File: src/rtl/time_uart_tx_pkg.sv
`default_nettype none
// ---------------------------------------------------------------------------
// | Module   : time_uart_tx_pkg                                              |
// | Purpose  : ASCII constants, message length, FSM states, digit helpers    |
// | Revision : 1.0                                                           |
// ---------------------------------------------------------------------------
package time_uart_tx_pkg;

   localparam logic [7:0] C_ZERO    = 8'h30;
   localparam logic [7:0] C_COLON   = 8'h3A;
   localparam logic [7:0] C_CR      = 8'h0D;
   localparam logic [7:0] C_LF      = 8'h0A;
   localparam int         C_MSG_LEN = 10;

   typedef enum logic [1:0] {
      ST_IDLE = 2'd0,
      ST_LOAD = 2'd1,
      ST_SEND = 2'd2,
      ST_FIN  = 2'd3
   } state_t;

   // Tens digit by comparison ladder; a 6-bit input never exceeds 63.
   function automatic logic [3:0] tens_digit(input logic [5:0] v);
      if (v >= 6'd60)      return 4'd6;
      else if (v >= 6'd50) return 4'd5;
      else if (v >= 6'd40) return 4'd4;
      else if (v >= 6'd30) return 4'd3;
      else if (v >= 6'd20) return 4'd2;
      else if (v >= 6'd10) return 4'd1;
      else                 return 4'd0;
   endfunction

   function automatic logic [3:0] units_digit(input logic [5:0] v);
      logic [5:0] base;
      case (tens_digit(v))
         4'd6:    base = 6'd60;
         4'd5:    base = 6'd50;
         4'd4:    base = 6'd40;
         4'd3:    base = 6'd30;
         4'd2:    base = 6'd20;
         4'd1:    base = 6'd10;
         default: base = 6'd0;
      endcase
      return 4'(v - base);
   endfunction

   function automatic logic [7:0] ascii_digit(input logic [3:0] d);
      return C_ZERO + {4'd0, d};
   endfunction

endpackage
`default_nettype wire

File: src/rtl/uart_tx_byte.sv
`default_nettype none
// ---------------------------------------------------------------------------
// | Module   : uart_tx_byte                                                  |
// | Purpose  : 8N1 byte serialiser, LSB first, back-to-back capable          |
// | Revision : 1.0                                                           |
// ---------------------------------------------------------------------------
module uart_tx_byte #(
   parameter int BAUD_DIV = 434
) (
   input  logic       clk,
   input  logic       resett,
   input  logic       start,
   input  logic [7:0] data,
   output logic       tx,
   output logic       ready
);

   localparam int               CNT_W      = (BAUD_DIV > 1) ? $clog2(BAUD_DIV) : 1;
   localparam logic [CNT_W-1:0] C_CNT_LAST = CNT_W'(BAUD_DIV - 1);

   logic             r_active;
   logic [CNT_W-1:0] r_cnt;
   logic [3:0]       r_bit_idx;
   logic [9:0]       r_shift;
   logic             w_last;

   // Ready during the final stop-bit cycle so the next start bit follows with no idle gap.
   always_comb begin
      w_last = r_active && (r_bit_idx == 4'd9) && (r_cnt == C_CNT_LAST);
      ready  = !r_active || w_last;
      tx     = r_shift[0];
   end

   always_ff @(posedge clk) begin
      if (resett) begin
         r_active  <= 1'b0;
         r_cnt     <= '0;
         r_bit_idx <= 4'd0;
         r_shift   <= '1;
      end else if (start && ready) begin
         r_active  <= 1'b1;
         r_cnt     <= '0;
         r_bit_idx <= 4'd0;
         r_shift   <= {1'b1, data, 1'b0};
      end else if (r_active) begin
         if (r_cnt == C_CNT_LAST) begin
            r_cnt   <= '0;
            r_shift <= {1'b1, r_shift[9:1]};
            if (r_bit_idx == 4'd9) r_active  <= 1'b0;
            else                   r_bit_idx <= r_bit_idx + 4'd1;
         end else begin
            r_cnt <= r_cnt + CNT_W'(1);
         end
      end
   end

endmodule
`default_nettype wire

File: src/rtl/time_uart_tx.sv
`default_nettype none
// ---------------------------------------------------------------------------
// | Module   : time_uart_tx                                                  |
// | Purpose  : Sends "HH:MM:SS\r\n" over UART on seconds change or request   |
// | Revision : 1.0                                                           |
// ---------------------------------------------------------------------------
module time_uart_tx
   import time_uart_tx_pkg::*;
#(
   parameter int CLK_HZ = 50000000,
   parameter int BAUD   = 115200
) (
   input  logic       clk,
   input  logic       resett,
   input  logic [4:0] hours,
   input  logic [5:0] minutes,
   input  logic [5:0] seconds,
   input  logic       auto_en,
   input  logic       report_req,
   output logic       tx,
   output logic       busy,
   output logic       done
);

   localparam int BAUD_DIV = CLK_HZ / BAUD;

   state_t     r_state, w_state_next;
   logic       r_pending;
   logic [5:0] r_prev_sec;
   logic [4:0] r_hours;
   logic [5:0] r_minutes, r_seconds;
   logic [3:0] r_char_idx;
   logic       w_trigger, w_start, w_ready;
   logic [3:0] w_sel;
   logic [5:0] w_h, w_m, w_s;
   logic [7:0] w_char;

   always_comb w_trigger = report_req | (auto_en & (seconds != r_prev_sec));

   always_comb begin
      w_state_next = r_state;
      w_start      = 1'b0;
      busy         = 1'b0;
      done         = 1'b0;
      case (r_state)
         ST_IDLE: if (w_trigger || r_pending) w_state_next = ST_LOAD;
         ST_LOAD: begin
            busy         = 1'b1;
            w_start      = 1'b1;
            w_state_next = ST_SEND;
         end
         ST_SEND: begin
            busy = 1'b1;
            if (w_ready) begin
               if (r_char_idx == 4'(C_MSG_LEN)) w_state_next = ST_FIN;
               else                             w_start      = 1'b1;
            end
         end
         ST_FIN: begin
            done         = 1'b1;
            w_state_next = (w_trigger || r_pending) ? ST_LOAD : ST_IDLE;
         end
         default: w_state_next = ST_IDLE;
      endcase
   end

   // Char 0 leaves during LOAD, before the snapshot registers hold the new values.
   always_comb begin
      w_sel  = (r_state == ST_LOAD) ? 4'd0 : r_char_idx;
      w_h    = (r_state == ST_LOAD) ? {1'b0, hours} : {1'b0, r_hours};
      w_m    = (r_state == ST_LOAD) ? minutes : r_minutes;
      w_s    = (r_state == ST_LOAD) ? seconds : r_seconds;
      w_char = C_LF;
      case (w_sel)
         4'd0:    w_char = ascii_digit(tens_digit(w_h));
         4'd1:    w_char = ascii_digit(units_digit(w_h));
         4'd2:    w_char = C_COLON;
         4'd3:    w_char = ascii_digit(tens_digit(w_m));
         4'd4:    w_char = ascii_digit(units_digit(w_m));
         4'd5:    w_char = C_COLON;
         4'd6:    w_char = ascii_digit(tens_digit(w_s));
         4'd7:    w_char = ascii_digit(units_digit(w_s));
         4'd8:    w_char = C_CR;
         default: w_char = C_LF;
      endcase
   end

   always_ff @(posedge clk) begin
      if (resett) begin
         r_state    <= ST_IDLE;
         r_pending  <= 1'b0;
         r_prev_sec <= seconds;
         r_char_idx <= 4'd0;
         r_hours    <= '0;
         r_minutes  <= '0;
         r_seconds  <= '0;
      end else begin
         r_state    <= w_state_next;
         r_prev_sec <= seconds;
         if (w_state_next == ST_LOAD && r_state != ST_LOAD) r_pending <= 1'b0;
         else if (w_trigger && r_state != ST_IDLE)          r_pending <= 1'b1;
         if (r_state == ST_LOAD) begin
            r_hours    <= hours;
            r_minutes  <= minutes;
            r_seconds  <= seconds;
            r_char_idx <= 4'd1;
         end else if (w_start) begin
            r_char_idx <= r_char_idx + 4'd1;
         end
      end
   end

   uart_tx_byte #(
      .BAUD_DIV (BAUD_DIV)
   ) u_byte (
      .clk    (clk),
      .resett (resett),
      .start  (w_start),
      .data   (w_char),
      .tx     (tx),
      .ready  (w_ready)
   );

endmodule
`default_nettype wire
File: config.mk
export PLATFORM = sky130hd
export DESIGN_NAME = time_uart_tx
export DESIGN_NICKNAME = d
export VERILOG_FILES = /design/src/rtl/time_uart_tx_pkg.sv /design/src/rtl/uart_tx_byte.sv /design/src/rtl/time_uart_tx.sv
export SDC_FILE = /design/constraint.sdc
export NUM_CORES = 1
export LEC_CHECK = 0
export BUFFER_PORTS_ARGS = -buffer_cell sky130_fd_sc_hd__buf_2
export CORE_MARGIN = 2
export CORE_UTILIZATION = 55
export DETAILED_ROUTE_END_ITERATION = 8
export PLACE_DENSITY_LB_ADDON = 0.12
export SYNTH_ARGS = -nofsm -noshare
export SYNTH_HDL_FRONTEND = slang
export SYNTH_SLANG_ARGS = --single-unit
File: constraint.sdc
create_clock -name clk -period 5.5 [get_ports clk]
set_input_delay 0.55 -clock clk [delete_from_list [all_inputs] [get_ports clk]]
set_output_delay 0.55 -clock clk [all_outputs]
set_load 0.05 [all_outputs]
==> results.md, run 1 <==
- Status: finished clean
- Clk Latency, worst-skew pair: 0.31 ns
- DRC viols: 0
- Max Fanout on Critical Path: 40
- Worst hold path cell count: 1
- Crit start category: flop
- Share of cells above drive strength 1: 13.4%
- Synthesized instance count: 359
- NumNets Final: 409
- Initial antenna violation count: 0
- Max Fclk: 266 MHz
- Worst EP required: 5.74 ns
- Detailed Route WL: 6220 um
- Vias: 2,564
- Final setup margin: 1.74 ns
- R2R cell count: 10
- Via-to-Cell Ratio: 5.76
- Global route overflow: 0
- Post-synthesis register bit count: 53
- Height of the die: 79.7 um
- Type of the most critical hold path: primary input to flop
- Total I/O pin count: 24
- Fraction of registers with async set/reset: 0%
- Worst EP arrival: 4.00 ns
- Routability cong.: 0.863
- Top_reg_cell synth: dfxtp_1
- DRT iter0 DRCs: 136
- First-pass GRT wire length: 10,800 um
- H-tree Lvls: 2
- Final setup violation count: 0
- Max Cap Viol: 0
- Slew HR: 39.9%
- Clock Sinks: 53
- Vias in the first global route: 2,394
- HP Start: seconds[0]
- Core area: 5540 sq um
- Mean Syn Cell Area: 8.79 sq um
- Initial core utilization: 57.0%
- Post-synth EDFFs: 0
- Total GRT Usage: 21.0%
- Final worst-path cycle share: 68.3%
- Worst-Margin Slew: 0.901 ns
- Final count of hold timing violations: 0
- Crit Reg-Reg Startpoint: r_state[0]$_SDFF_PP0_
- Largest net degree at the start of global routing: 41
- Worst-path clk slew: 0.10 ns
- Crit. End Element: flop
- # resized after CTS: 0
- Port buffer count: 23
- Yosys warnings: 0
- Setup WS pre-CTS: 1.80 ns
- Pwr Density: 486 nW/um^2
- Inserted Diodes: 0
- Register area share after synthesis: 33.6%
- Post-layout min period: 3.76 ns
- Postcts setup bufs: 0
- Total Neg Setup Slack: 0 ns
- RSZ-0062 raised after global routing: false
- ANT nets after route: 0
- Hold-fix buffers, CTS: 0
- TritonRoute pass-1 iters: 5
- Max Buffers Root-to-Sink: 2
- TritonCTS clock tree: built
- R2r setup slk: 1.74 ns
- Clock skew: 0.0139 ns
- Die area: 6360 sq um
- Post-synth cell types: 65
- Fin. max-slew vios: 0
- Clock Root Buffer: clkbuf_8
- Mapped Nets: 396
- CP Class: flop to flop
- WL/cell: 14.0 um
- Hold Path Sink: r_prev_sec[0]$_DFF_P_
- Synthesized area: 3160 sq um
- Pleak: 0.00133 uW
- Final HPWL DP: 4440 um
- FP Rows: 27
- Layout area overhead: 6.66%
- Die width: 79.7 um
- Reg-to-reg endpoint: u_byte.r_shift[3]$_SDFFE_PP1P_
- Peak supply drop: 0.271 mV
- CTS Buf Count: 5
-- critical path, stage by stage, from the launching register on --
cell     delay, ns
dfxtp_1       0.41
ha_2          0.81
mux2i_1       0.66
nand2_1       0.23
a32oi_1       0.28
o21a_1        0.16
ha_1          0.15
fa_1          0.41
o32ai_1       0.30
a211o_1       0.17
a21o_1        0.10
-- sequential cells by signal, indices dropped and copies added (netlist names) --
register          flops
u_byte.r_cnt          9
r_seconds             6
u_byte.r_shift        9
r_hours               5
u_byte.r_active       1
u_byte.r_bit_idx      4
r_char_idx            4
r_pending             1
r_minutes             6
r_state               2
r_prev_sec            6
-- cells in the mapped netlist, types with 2 or more instances --
master | n | area [sq um]
dfxtp_1 | 53 | 1060
nor2_1 | 43 | 161
mux2i_1 | 20 | 200
a21oi_1 | 18 | 90.1
nand2_1 | 18 | 67.6
inv_1 | 15 | 56.3
ha_1 | 13 | 163
xor2_1 | 13 | 114
clkbuf_1 | 12 | 45.0
nor2b_1 | 12 | 75.1
nand3_1 | 10 | 50.1
o21ai_0 | 10 | 50.1
nor3_1 | 8 | 40.0
a211oi_1 | 7 | 52.6
and3_1 | 7 | 43.8
mux2_2 | 7 | 78.8
xnor2_1 | 7 | 61.3
nand2b_1 | 6 | 37.5
a21o_1 | 5 | 37.5
nor3b_1 | 5 | 37.5
nand4_1 | 4 | 25.0
or3_1 | 4 | 25.0
a211o_1 | 3 | 26.3
fa_1 | 3 | 60.1
maj3_1 | 3 | 30.0
nand3b_1 | 3 | 22.5
o21bai_1 | 3 | 22.5
o311ai_0 | 3 | 26.3
a31oi_1 | 2 | 12.5
buf_2 | 2 | 10.0
buf_4 | 2 | 15.0
o211ai_1 | 2 | 15.0
o21ai_1 | 2 | 10.0
o32ai_1 | 2 | 17.5
or2_2 | 2 | 12.5
-- logic make-up (layout without fill, tap and decap cells) --
group	count (synthesis)	in the layout	share of synthesized area (%)
AOI/OAI and AO/OA	73	73	16.8
xor gates and xnor gates	20	20	5.55
adders and majority gates	19	19	8.01
buffers and inverters	33	47	4.48
DFF	53	53	33.6
muxes	27	27	8.84
and+or+nand+nor	134	134	22.7
-- routing by layer --
metal	vias up	global-route usage, %	wire, um
met5	-	0	0
met4	0	5.08	57
met1	1230	27.0	2950
met3	4	3.73	157
met2	33	36.6	3060
li1	1297	-	-
-- worst max path at each step --
| stage | from | end | slack [ns] |
|---|---|---|---|
| floorplan | r_state[0]$_SDFF_PP0_ | u_byte.r_shift[3]$_SDFFE_PP1P_ | 2.34 |
| global placement | r_state[0]$_SDFF_PP0_ | u_byte.r_shift[3]$_SDFFE_PP1P_ | 1.87 |
| detailed placement | r_state[0]$_SDFF_PP0_ | u_byte.r_shift[3]$_SDFFE_PP1P_ | 1.80 |
| CTS | r_state[0]$_SDFF_PP0_ | u_byte.r_shift[3]$_SDFFE_PP1P_ | 1.78 |
| global route | r_state[0]$_SDFF_PP0_ | u_byte.r_shift[3]$_SDFFE_PP1P_ | 1.42 |
| finish | r_state[0]$_SDFF_PP0_ | u_byte.r_shift[3]$_SDFFE_PP1P_ | 1.74 |
-- stage by stage --
| step | instance area, sq um | cells | hold WS (ns) | power (uW) | utilization [%] |
|---|---|---|---|---|---|
| after CTS | 3370 | 445 | 0.377 | 1650 | 60.7 |
| final | 3370 | 445 | 0.385 | 1640 | 60.7 |
| after detailed placement | 3280 | 437 | 0.484 | 1430 | 59.2 |
| after global placement | 3280 | 437 | 0.475 | 1410 | 59.2 |
| after global routing | 3370 | 445 | 0.378 | 1780 | 60.7 |
| after floorplan | 3160 | 359 | 0.452 | 1260 | - |
-- layout by cell type (no fill, tap or decap), types with 3 or more instances in the layout --
master,n
dfxtp_1,53
nor2_1,43
buf_2,23
mux2i_1,20
nand2_1,18
a21oi_1,18
inv_1,15
xor2_1,13
nor2b_1,12
ha_1,12
o21ai_0,10
nand3_1,10
nor3_1,8
mux2_2,7
a211oi_1,7
and3_1,7
xnor2_1,7
nand2b_1,6
nor3b_1,5
a21o_1,5
clkbuf_8,5
or3_1,4
nand4_1,4
maj3_1,3
o311ai_0,3
nand3b_1,3
a211o_1,3
o21bai_1,3
fa_1,3
-- layout make-up --
type,count,area (sq um)
fill,489,2170
tap,72,90.1
timing repair buffer,23,115
sequential,53,1060
multi-input combinational,273,1960
clock inverter,1,7.51
clock buffer,7,76.3
inverter,16,60.1
-- power by group --
group | leakage, uW | switching [uW] | internal, uW | total [uW]
registers | 0.000434 | 71.7 | 464 | 535
clock network | 0.0000385 | 123 | 90.4 | 214
logic | 0.000856 | 515 | 372 | 886
Power figures use the tool's default switching activity.
==> inputs of run 2 (changes only) <==
==> constraint.sdc (replaced) <==
create_clock -name clk -period 3.6 [get_ports clk]
set_input_delay 0.36 -clock clk [delete_from_list [all_inputs] [get_ports clk]]
set_output_delay 0.36 -clock clk [all_outputs]
set_load 0.05 [all_outputs]
==> run 2 against run 1 <==
  * Critical path depth is the same
  * Sequential cell count is the same
  * First-iteration DRC count increased by 28%
  * Power increased by 62%
  * Maximum frequency increased by 14%
  * Clock skew grew 0.0046 ns
  * Register-to-register slack worse by 1.4 ns
  * Utilization increased by 1.6 points
  * Routed wire length rose by 2.8%
  * Count of clock-buffer cells in the layout fell by 2
  * Clock power rose by 95%
  * Final cell count increased by 1.6%
  * Critical path type unchanged
  * Critical endpoint unchanged
==> results.md, run 2 (same netlist as run 1, synthesis figures left out) <==
- Worst-Margin Slew: 0.670 ns (was 0.901 ns)
- Detailed Route WL: 6400 um (was 6220 um)
- Clock Root Buffer: clkbuf_8 (unchanged)
- Hold Path Sink: r_prev_sec[0]$_DFF_P_ (unchanged)
- HP Start: seconds[0] (unchanged)
- Initial antenna violation count: 0 (unchanged)
- Final worst-path cycle share: 91.4% (was 68.3%)
- Final setup violation count: 0 (unchanged)
- Post-layout min period: 3.29 ns (was 3.76 ns)
- H-tree Lvls: 2 (unchanged)
- Worst hold path cell count: 1 (unchanged)
- Final HPWL DP: 4650 um (was 4440 um)
- Max Buffers Root-to-Sink: 2 (unchanged)
- Postcts setup bufs: 0 (unchanged)
- RSZ-0062 raised after global routing: false (unchanged)
- Slew HR: 55.3% (was 39.9%)
- Max Fclk: 304 MHz (was 266 MHz)
- Status: finished clean (unchanged)
- Pleak: 0.00138 uW (was 0.00133 uW)
- Core area: 5540 sq um (unchanged)
- Clock Sinks: 53 (unchanged)
- Type of the most critical hold path: primary input to flop (unchanged)
- CP Class: flop to flop (unchanged)
- DRT iter0 DRCs: 174 (was 136)
- DRC viols: 0 (unchanged)
- Vias in the first global route: 2,360 (was 2,394)
- Clock skew: 0.0185 ns (was 0.0139 ns)
- Placed instance count: 444 (was 437)
- Final Total Pwr: 2650 uW (was 1640 uW)
- Crit Reg-Reg Startpoint: r_state[0]$_SDFF_PP0_ (unchanged)
- Layout area overhead: 9.56% (was 6.66%)
- Clk Latency, worst-skew pair: 0.32 ns (was 0.31 ns)
- Commonest non-fill, non-tap cell in the layout: dfxtp_1 (unchanged)
- Height of the die: 79.7 um (unchanged)
- Port buffer count: 23 (unchanged)
- Largest regs: u_byte.r_cnt: 9 flops, u_byte.r_shift: 9 flops (unchanged)
- Worst EP arrival: 3.51 ns (was 4.00 ns)
- Max Cap Viol: 0 (unchanged)
- Final count of hold timing violations: 0 (unchanged)
- Final std cells w/o fill: 452 (was 445)
- Initial core utilization: 57.0% (unchanged)
- Inserted Diodes: 0 (unchanged)
- Pwr Density: 767 nW/um^2 (was 486 nW/um^2)
- Die area: 6360 sq um (unchanged)
- Crit start category: flop (unchanged)
- NumNets Final: 416 (was 409)
- TritonRoute pass-1 iters: 4 (was 5)
- Total GRT Usage: 21.7% (was 21.0%)
- Fin. max-slew vios: 0 (unchanged)
- Peak supply drop: 0.407 mV (was 0.271 mV)
- First-pass GRT wire length: 11,000 um (was 10,800 um)
- Total Neg Setup Slack: 0 ns (unchanged)
- Via-to-Cell Ratio: 5.68 (was 5.76)
- Global route overflow: 0 (unchanged)
- Max Fanout on Critical Path: 19 (was 40)
- Commonest non-fill, non-tap cells in the layout: dfxtp_1, nor2_1, buf_2 (unchanged)
- Reg-to-reg endpoint: u_byte.r_shift[3]$_SDFFE_PP1P_ (unchanged)
- Largest net degree at the start of global routing: 37 (was 41)
- Crit. End Element: flop (unchanged)
- FP Rows: 27 (unchanged)
- Share of cells above drive strength 1: 15.5% (was 13.4%)
- WL/cell: 14.2 um (was 14.0 um)
- Total I/O pin count: 24 (unchanged)
- R2r setup slk: 0.31 ns (was 1.74 ns)
- CTS Buf Count: 5 (unchanged)
- Die width: 79.7 um (unchanged)
- Vias: 2,567 (was 2,564)
- ANT nets after route: 0 (unchanged)
- TritonCTS clock tree: built (unchanged)
- Routability cong.: 0.865 (was 0.863)
- Worst-path clk slew: 0.11 ns (was 0.10 ns)
- Worst EP required: 3.82 ns (was 5.74 ns)
- R2R cell count: 10 (unchanged)
run 2: worst max-delay path by stage:
| stage | start | endpoint | slack (ns) | cells past startpoint |
|---|---|---|---|---|
| after floorplan | r_state[0]$_SDFF_PP0_ | u_byte.r_shift[3]$_SDFFE_PP1P_ | 0.44 | 12 |
| after global placement | r_state[0]$_SDFF_PP0_ | u_byte.r_shift[3]$_SDFFE_PP1P_ | 0.29 | 10 |
| after detailed placement | r_state[0]$_SDFF_PP0_ | u_byte.r_shift[3]$_SDFFE_PP1P_ | 0.18 | 10 |
| after CTS | r_state[0]$_SDFF_PP0_ | u_byte.r_shift[3]$_SDFFE_PP1P_ | 0.17 | 10 |
| after global routing | r_state[0]$_SDFF_PP0_ | u_byte.r_shift[3]$_SDFFE_PP1P_ | 0.06 | 10 |
| final | r_state[0]$_SDFF_PP0_ | u_byte.r_shift[3]$_SDFFE_PP1P_ | 0.31 | 10 |
run 2: what timing repair did:
| action | in CTS | in global routing |
|---|---|---|
| endpoints found under the setup margin | 0 | 2 |
| hold buffers | 0 | 0 |
| resized for setup | 0 | 1 |
run 2: layer usage:
metal	part of all wire, %	up-vias	global-route usage [%]
li1	-	1308	-
met1	47	1207	29.4
met2	48	44	35.6
met3	3.4	8	4.07
met4	1.3	0	5.93
met5	0	-	0
run 2: metrics by stage:
stage | setup WS (ns) | area, sq um | hold WS (ns) | util [%]
detailed placement | 0.184 | 3330 | 0.481 | 60.2
finish | 0.311 | 3460 | 0.178 | 62.4
global route | 0.0650 | 3460 | 0.178 | 62.4
floorplan | 0.435 | 3160 | 0.388 | -
global placement | 0.290 | 3330 | 0.477 | 60.2
CTS | 0.167 | 3450 | 0.173 | 62.2
run 2: power by group:
group	total [uW]	internal [uW]	switching, uW
sequential	820	708	112
clock	418	209	209
combinational	1410	610	804
total	2650	1530	1130
run 2: worst max-delay path, cell delays in order (launching register included):
cell and delay, ns:
dfxtp_1 0.47, ha_4 0.36, mux2i_1 0.41, nor2b_1 0.30, a211oi_1 0.14, o211a_1 0.23, ha_1 0.19, fa_1 0.48
o221ai_1 0.15, a211o_1 0.30, a21o_1 0.15
run 2: area by class of cell:
type                       count  area [sq um]
fill                         483          2080
multi-input combinational    273          1970
sequential                    53          1060
timing repair buffer          30           168
tap                           72          90.1
clock buffer                   5          68.8
inverter                      16          60.1
clock inverter                 3          43.8
==> inputs of run 3 (changes only) <==
--- a/config.mk
+++ b/config.mk
@@ -5,6 +5,7 @@
 export SDC_FILE = /design/constraint.sdc
 export NUM_CORES = 1
 export LEC_CHECK = 0
+export ABC_AREA = 1
 export BUFFER_PORTS_ARGS = -buffer_cell sky130_fd_sc_hd__buf_2
 export CORE_MARGIN = 2
 export CORE_UTILIZATION = 55
==> run 3 against run 2 <==
  * Final cell count rose by 20%
  * Power shrank 2.4%
  * Synthesized area rose by 0.56%
  * Non-clock buffer count down 5
  * Clock power fell by 21%
  * Clock skew decreased by 0.014 ns
  * Critical path type unchanged
  * Largest cell class unchanged
==> results.md, run 3 <==
- R2r setup slk: 0.64 ns (was 0.31 ns)
- Worst-Margin Slew: 0.740 ns (was 0.670 ns)
- Core area: 5540 sq um (unchanged)
- Multi-input gate area: 1790 sq um (was 1970 sq um)
- Commonest non-fill, non-tap cells in the layout: nand2_1, nor2_1, dfxtp_1 (was dfxtp_1, nor2_1, buf_2)
- Die width: 80.0 um (was 79.7 um)
- TritonRoute pass-1 iters: 4 (unchanged)
- FP Rows: 27 (unchanged)
- Status: finished clean (unchanged)
- Post-synth cell types: 46 (was 65)
- Mean Syn Cell Area: 7.07 sq um (was 8.79 sq um)
- Post-synth EDFFs: 0 (unchanged)
- Crit Reg-Reg Startpoint: r_state[1]$_SDFF_PP0_ (was r_state[0]$_SDFF_PP0_)
- Clk Latency, worst-skew pair: 0.30 ns (was 0.32 ns)
- Post-synth top cells: nand2_1, nor2_1, dfxtp_1, inv_1, nand3_1 (was dfxtp_1, nor2_1, mux2i_1, a21oi_1, nand2_1)
- Post-synthesis register bit count: 53 (unchanged)
- Layout area overhead: 6.98% (was 9.56%)
- Postcts setup bufs: 0 (unchanged)
- Most frequent cell after synthesis: nand2_1 (was dfxtp_1)
- Hold-fix buffers, CTS: 0 (unchanged)
- Mapped Nets: 486 (was 396)
- Type of the most critical hold path: primary input to flop (unchanged)
- R2R cell count: 18 (was 10)
- Cells along the critical path: inv_1 -> ha_1 -> inv_4 -> nand2_1 -> nand2_2 -> inv_1 -> nor2_2 -> nand3_1 -> a21boi_0 -> ha_1 -> fa_1 -> xor2_1 -> nand3b_1 -> nand2_1 -> nand2_1 -> nand3_1 -> nand2_1 -> nand2_1 (was ha_4 -> mux2i_1 -> nor2b_1 -> a211oi_1 -> o211a_1 -> ha_1 -> fa_1 -> o221ai_1 -> a211o_1 -> a21o_1)
- Routability cong.: 0.884 (was 0.865)
- Max Fanout on Critical Path: 20 (was 19)
- Vias: 2,776 (was 2,567)
- Synthesized instance count: 449 (was 359)
- Worst EP required: 3.81 ns (was 3.82 ns)
- Largest regs: u_byte.r_cnt: 9 flops, u_byte.r_shift: 9 flops (unchanged)
- DRC viols: 0 (unchanged)
- Synthesized area: 3170 sq um (was 3160 sq um)
- Hold slack: 0.184 ns (was 0.178 ns)
- CP Depth: 18 (was 10)
- Family with the most delay on the worst path: simple AND/OR/NAND/NOR gates (was adder cells)
- Largest net degree at the start of global routing: 23 (was 37)
- Max Cap Viol: 0 (unchanged)
- Crit. End Element: flop (unchanged)
- Height of the die: 80.0 um (was 79.7 um)
- NumNets Final: 508 (was 416)
- Buffers and inverters on the worst path: 3 (was 0)
- Vias in the first global route: 2,502 (was 2,360)
- CTS Buf Count: 5 (unchanged)
- Pwr Density: 762 nW/um^2 (was 767 nW/um^2)
- Fill cells: 548 (was 483)
- Total Neg Setup Slack: 0 ns (unchanged)
- Top cell type's share of synthesized area: 33.4% (was 33.6%)
- Initial core utilization: 57.3% (was 57.0%)
- Crit path largest cell delay: 0.38 ns (was 0.48 ns)
- Via-to-Cell Ratio: 5.10 (was 5.68)
- TritonCTS clock tree: built (unchanged)
- Port buffer count: 23 (unchanged)
- Worst hold path cell count: 1 (unchanged)
- Crit start category: flop (unchanged)
- ANT nets after route: 0 (unchanged)
- CP Class: flop to flop (unchanged)
- Commonest non-fill, non-tap cell in the layout: nand2_1 (was dfxtp_1)
- CP dominant cell by count: nand2_1
- Die area: 6390 sq um (was 6360 sq um)
- Final count of hold timing violations: 0 (unchanged)
- Clock Sinks: 53 (unchanged)
- Fraction of registers with async set/reset: 0% (unchanged)
- Top_reg_cell synth: dfxtp_1 (unchanged)
- Share of cells above drive strength 1: 16.9% (was 15.5%)
- DRT iter0 DRCs: 155 (was 174)
- Slew HR: 50.5% (was 55.3%)
- Sequential Area: 1060 sq um (unchanged)
- Yosys warnings: 0 (unchanged)
- Final setup violation count: 0 (unchanged)
- Clock Root Buffer: clkbuf_8 (unchanged)
- WL/cell: 11.5 um (was 14.2 um)
- Pleak: 0.00154 uW (was 0.00138 uW)
- # resized after CTS: 0 (unchanged)
- Initial antenna violation count: 0 (unchanged)
- HP Start: seconds[1] (was seconds[0])
- Final worst-path cycle share: 82.3% (was 91.4%)
- First-pass GRT wire length: 10,800 um (was 11,000 um)
- Register area share after synthesis: 33.4% (was 33.6%)
- Detailed Route WL: 6240 um (was 6400 um)
- Slowest stage cell on the critical path: dfxtp_1 (was fa_1)
- Max Buffers Root-to-Sink: 2 (unchanged)
- Max Fclk: 338 MHz (was 304 MHz)
- Post-layout min period: 2.96 ns (was 3.29 ns)
- Fin. max-slew vios: 0 (unchanged)
- Total I/O pin count: 24 (unchanged)
- RSZ-0062 raised after global routing: false (unchanged)
- Final HPWL DP: 4740 um (was 4650 um)
- Inserted Diodes: 0 (unchanged)
- Critical path launch point: r_state[1]$_SDFF_PP0_ (was r_state[0]$_SDFF_PP0_)
- Global route overflow: 0 (unchanged)
- Total GRT Usage: 21.0% (was 21.7%)
- Peak supply drop: 0.395 mV (was 0.407 mV)
- Worst-path clk slew: 0.09 ns (was 0.11 ns)
- Clock skew: 0.00444 ns (was 0.0185 ns)
- H-tree Lvls: 2 (unchanged)
- Top cells by area, synth: dfxtp_1, nand2_1, nor2_1 (was dfxtp_1, mux2i_1, ha_1)
- Worst EP arrival: 3.17 ns (was 3.51 ns)
- Top cell type by total area after synthesis: dfxtp_1 (unchanged)
## run 3: metrics by stage
step	cells	util (%)	power, uW	setup slack [ns]	area (sq um)
after global placement	536	59.8	2230	0.761	3310
final	544	61.3	2590	0.637	3390
after floorplan	449	-	2030	0.961	3170
after CTS	544	61.3	2600	0.641	3390
after detailed placement	536	59.8	2270	0.652	3310
after global routing	544	61.3	2850	0.363	3390
## run 3: cells by family (layout without fill, tap and decap cells)
group                    Yosys count  count (layout)  synth area share [%]
AND/OR/NAND/NOR                  242             242                  35.0
buffers and inverters             73              96                  10.3
AO/OA/AOI/OAI                     53              53                  10.9
flip-flops                        53              53                  33.4
adder cells (fa/ha/maj)           16              16                  7.02
XOR/XNOR                          11              11                  3.04
multiplexers                       1               1                 0.315
## run 3: path summary, 6_finish.rpt
kind,end
max,u_byte.r_shift[4]$_SDFFE_PP1P_
min,r_prev_sec[1]$_DFF_P_
max reg2reg,u_byte.r_shift[4]$_SDFFE_PP1P_
min reg2reg,u_byte.r_shift[0]$_SDFFE_PP1P_
## run 3: layout make-up
class | instances | area share (%)
Sequential cell | 53 | 31.3
Tap cell | 72 | 2.65
Timing Repair Buffer | 25 | 3.83
Clock inverter | 1 | 0.221
Multi-Input combinational cell | 323 | 52.6
Inverter | 63 | 7.19
Clock buffer | 7 | 2.25
## run 3: routing by layer
layer,global-route usage [%],part of all wire [%]
met4,6.10,1.1
met2,35.6,46
met5,0,0
met1,27.5,50
met3,3.39,3.3
## run 3: power by group
part           internal, uW  switching (uW)  total [uW]  leakage, uW
logic                   497             971        1470      0.00107
registers               716            74.2         791     0.000434
clock network           138             191         329    0.0000385
total                  1350            1240        2590      0.00154
